$ cat config.mk
export PLATFORM = sky130hd
export DESIGN_NAME = onehot_pending_decoder
export DESIGN_NICKNAME = d
export VERILOG_FILES = /design/src/rtl/onehot_pending_decoder.sv
export SDC_FILE = /design/constraint.sdc
export NUM_CORES = 1
export LEC_CHECK = 0
export ABC_CLOCK_PERIOD_IN_PS = 10000
export CORE_AREA = 2 2 52 54
export DETAILED_ROUTE_END_ITERATION = 16
export DIE_AREA = 0 0 54 56
export PLACE_DENSITY = 0.79
export SLEW_MARGIN = 20
export SYNTH_ARGS = -nofsm -noshare
export SYNTH_HDL_FRONTEND = slang
export SYNTH_SLANG_ARGS = --single-unit
$ cat constraint.sdc
create_clock -name clk -period 10 [get_ports clk]
set_input_delay 2 -clock clk [delete_from_list [all_inputs] [get_ports clk]]
set_output_delay 2 -clock clk [all_outputs]
set_load 0.1 [all_outputs]
$ cat src/rtl/onehot_pending_decoder.sv
`default_nettype none
// +-----------------------------------------------------------------------------+
// | onehot_pending_decoder: rebuilds {index,valid} set/clear events into a     |
// | registered one-hot pending vector with count/any/dup/err status.           |
// | Revision: 1.0                                                               |
// +-----------------------------------------------------------------------------+
module onehot_pending_decoder #(
    parameter int N     = 8,
    parameter int IDX_W = 3
) (
    input  logic             clk,
    input  logic             rst_n,
    input  logic             set_valid,
    input  logic [IDX_W-1:0] set_idx,
    input  logic             clr_valid,
    input  logic [IDX_W-1:0] clr_idx,
    input  logic             clr_all,
    output logic [N-1:0]     pending,
    output logic [N-1:0]     onehot,
    output logic             any,
    output logic [3:0]       count,
    output logic             dup,
    output logic             err
);

    localparam logic [IDX_W:0] c_n_lines = (IDX_W+1)'(N);

    logic         w_set_ok;
    logic         w_clr_ok;
    logic         w_set_accept;
    logic [N-1:0] w_set_mask;
    logic [N-1:0] w_clr_mask;
    logic [N-1:0] w_next;
    logic [3:0]   w_count;
    logic         w_dup;
    logic         w_err;

    logic [N-1:0] r_pending;
    logic [N-1:0] r_onehot;
    logic         r_any;
    logic [3:0]   r_count;
    logic         r_dup;
    logic         r_err;

    assign w_set_ok     = set_valid && ({1'b0, set_idx} < c_n_lines);
    assign w_clr_ok     = clr_valid && ({1'b0, clr_idx} < c_n_lines);
    assign w_set_accept = w_set_ok && !clr_all;

    for (genvar gi = 0; gi < N; gi++) begin : g_decode
        assign w_set_mask[gi] = w_set_ok && (set_idx == IDX_W'(gi));
        assign w_clr_mask[gi] = w_clr_ok && (clr_idx == IDX_W'(gi));
    end

    // Set is OR-ed in after the clear so a set wins over a clear on the same line.
    assign w_next = clr_all ? '0 : ((r_pending & ~w_clr_mask) | w_set_mask);

    // A same-cycle clear on the line makes the set a re-arm rather than a duplicate.
    assign w_dup = w_set_accept && |(r_pending & w_set_mask & ~w_clr_mask);
    assign w_err = (set_valid && !w_set_ok) || (clr_valid && !w_clr_ok);

    always_comb begin
        w_count = '0;
        for (int i = 0; i < N; i++) begin
            w_count = w_count + {3'b000, w_next[i]};
        end
    end

    always_ff @(posedge clk) begin
        if (!rst_n) begin
            r_pending <= '0;
            r_onehot  <= '0;
            r_any     <= 1'b0;
            r_count   <= '0;
            r_dup     <= 1'b0;
            r_err     <= 1'b0;
        end else begin
            r_pending <= w_next;
            r_onehot  <= w_set_accept ? w_set_mask : '0;
            r_any     <= |w_next;
            r_count   <= w_count;
            r_dup     <= w_dup;
            r_err     <= w_err;
        end
    end

    assign pending = r_pending;
    assign onehot  = r_onehot;
    assign any     = r_any;
    assign count   = r_count;
    assign dup     = r_dup;
    assign err     = r_err;

endmodule
`default_nettype wire
==> out/metrics.yaml <==
start_kind: "input pin"
antenna_cells: 0
path_cells: "clkdlybuf4s50_1 > or4b_1 > a22oi_1 > nor2_1 > fa_1 > inv_1 > fa_1 > fa_1 > inv_1 > ha_1 > inv_1 > fa_1 > xor2_1 > nor2_1"
crit_type: "input pin to flip-flop"
leakage_nw: 0.551
synth-seq-cells: 22
die_h_microns: 56
max_slew_margin_pct: 35.2
numCtsBuffers: 3
cp-end-kind: "flip-flop"
fp.dieArea_sq_um: 3020
period_minus_slack_ns: 5.73
initial_core_util_pct: 46.8
cts_setup_buffers: 0
cp_max_fo: 9
outcome: "finished clean"
r2r_cells: 12
pwr_density_cell_nw_per_um2: 111
netlist.area_leader.share_pct: 38.7
synth_area_sq_um: 1140
cts.path.max_buffers: 2
crit_arrival_ns: 5.91
num_vias: 1037
tns_ns: 0
rows: 18
ioPinCount: 34
die_w_microns: 54
path_clk_slew_ns: 0.12
fmax_mhz: 174
synth.distinct_cells: 39
synthCells: 130
synth_area_leader_cell: "dfxtp_1"
max-cap-violations: 0
crit_path_max_incr_delay_ns: 0.59
n_fill_cell: 226
crit_top_cell: "fa_1"
cts_htree_levels: 1
holdCritPathClass: "flip-flop to flip-flop"
antenna_found_initial: 0
setup_violations: 0
final_util_pct: 61.2
synth-async-reset-ratio_pct: 0
tightest_slew_ns: 0.969
whs_endpoint: "pending[0]$_SDFF_PN0_"
cts_tree: "yes"
drt_pass1_iterations: 4
globalRouteTotalUtil_pct: 18.6
wl_per_cell_microns: 13.5
cpMaxStageDelayCell: "or4b_1"
hold_path.startpoint: "pending[0]$_SDFF_PN0_"
viasPerCell: 5.49
synth_edf_count: 0
gp_congestion: 0.926
clkSinkCount: 22
io_buffers: 32
reg2reg_setup_slack_ns: 6.78
drive_above_1_share_pct: 3.14
yosys_warnings: 0
finalCritPeriodShare_pct: 57.3
ant_nets: 0
core_area_sq_um: 2430
fin_worst_skew_ns: 0.00812
crit_required_ns: 10.18
synthFlopType: "dfxtp_1"
synth.yosys.seq_area_share_pct: 38.7
timing.rr.start: "pending[0]$_SDFF_PN0_"
cts_resized: 0
cts_root_buf: "clkbuf_4"
grt_max_degree: 16
insertion_delay_ns: 0.30
grt_overflow: 0
routed_wl_mm: 2.56
synthToLayoutAreaGrowth_pct: 30.7
hold_path_depth: 2
grt_pass1_wl_mm: 4.27
final_nets: 180
postCtsHoldBufs: 0
dp_hpwl_mm: 2.07
ir_drop_mv: 0.0826
rr_endpoint: "count[2]$_SDFF_PN0_"
rsz0062_at_grt: "false"
route.detailed.drc: 0
synth_nets: 149
synth_area_leaders: "dfxtp_1 (39%), fa_1 (7.0%), nor2_1 (6.6%)"
grt_pass1_vias: 969
drt_iter0_drc: 30
hold_viol_final: 0
syn_avg_cell_area_sq_um: 8.76
drv_slew: 0
[layout make-up]
class | count | area (sq um) | area share [%]
tap | 30 | 37.5 | 2.52
clock buffer | 3 | 22.5 | 1.51
timing repair buffer | 32 | 320 | 21.5
sequential | 22 | 440 | 29.6
multi-input combinational | 90 | 622 | 41.8
inverter | 12 | 45.0 | 3.03
[per-layer routing]
layer / global-route usage, % / routed length (microns) / vias to the layer above
li1: - / - / 504
met1: 23.5 / 1020 / 486
met2: 32.6 / 1360 / 43
met3: 3.23 / 164 / 4
met4: 3.21 / 21 / 0
met5: 0 / 0 / -
[power by group]
group	total [W]	internal [W]	switching (W)
Combinational	0.0000368	0.0000113	0.0000255
Clock	0.0000386	0.0000140	0.0000245
Sequential	0.0000899	0.0000892	0.000000656
Total	0.000165	0.000115	0.0000507
[synth_stat cells, types with 2 or more instances]
master and count:
a22oi_1 3, nor2_1 20, a21oi_1 2, ha_1 4, nor2b_1 6, and2_1 3, nand3_1 3, nand2b_1 5
buf_4 2, clkbuf_1 3, nand4b_1 3, nand4bb_1 2, dfxtp_1 22, nand2_1 8, fa_1 4, inv_1 11
o22ai_1 2, a32oi_1 3, nor3_1 4
[flip-flops by register name, indices dropped and copies added (netlist names)]
name / count
count: 4
any: 1
dup: 1
onehot: 8
pending: 8
[placed cells by master (no fill, tap or decap)]
cell type / n
nand2b_1: 5
nor2b_1: 6
clkbuf_4: 3
nand4b_1: 3
and4_1: 1
a21o_1: 1
a21boi_1: 1
nor2_1: 20
o22ai_1: 2
o311a_1: 1
nand2_1: 8
o31ai_1: 1
or2_2: 1
and4b_1: 1
nand4bb_1: 2
o32a_1: 1
a31oi_1: 1
and2_1: 3
or2_1: 1
clkdlybuf4s50_1: 32
inv_1: 11
o21ai_0: 1
conb_1: 1
or4b_1: 1
nor3_1: 4
o32ai_1: 1
a2bb2oi_1: 1
a21oi_1: 2
nand3_1: 3
ha_1: 4
dfxtp_1: 22
o311ai_0: 1
a22oi_1: 3
fa_1: 4
xor2_1: 1
inv_2: 1
a41o_1: 1
a32oi_1: 3
[cell families after synthesis]
| kind of cell | share of synthesized area [%] |
|---|---|
| other | 0.329 |
| AOI/OAI and AO/OA | 14.2 |
| buffers and inverters | 6.70 |
| and+or+nand+nor | 27.9 |
| DFF | 38.7 |
| adders and majority gates | 11.4 |
| xor gates and xnor gates | 0.769 |
[stage by stage]
step | area (sq um) | instances | setup WS [ns] | total power, W | hold slack, ns
4_1_cts | 1490 | 189 | 4.27 | 0.000166 | 0.675
6_report | 1490 | 189 | 4.27 | 0.000165 | 0.672
3_5_place_dp | 1470 | 186 | 3.96 | 0.000129 | 0.643
3_3_place_gp | 1470 | 186 | 4.11 | 0.000128 | 0.614
5_1_grt | 1490 | 189 | 4.11 | 0.000172 | 0.701
2_1_floorplan | 1140 | 130 | 4.77 | 0.000118 | 1.03
[worst max-delay path, delay by kind of cell]
family | cells | cell delay, ns
AO/OA/AOI/OAI | 1 | 0.24
XOR/XNOR | 1 | 0.18
adder cells (fa/ha/maj) | 5 | 2.00
buffers and inverters | 4 | 0.70
AND/OR/NAND/NOR | 3 | 0.78
[how the worst max path moves through the flow]
stage	slack, ns	cells after the start	endpoint	start
after global placement	4.11	14	count[2]$_SDFF_PN0_	clr_idx[2]
after floorplan	4.77	13	count[2]$_SDFF_PN0_	clr_idx[2]
final	4.27	14	count[2]$_SDFF_PN0_	clr_idx[2]
after global routing	4.11	14	count[2]$_SDFF_PN0_	clr_idx[2]
after CTS	4.27	14	count[2]$_SDFF_PN0_	clr_idx[2]
after detailed placement	3.96	14	count[2]$_SDFF_PN0_	clr_idx[2]
(Power assumes the default switching activity.)
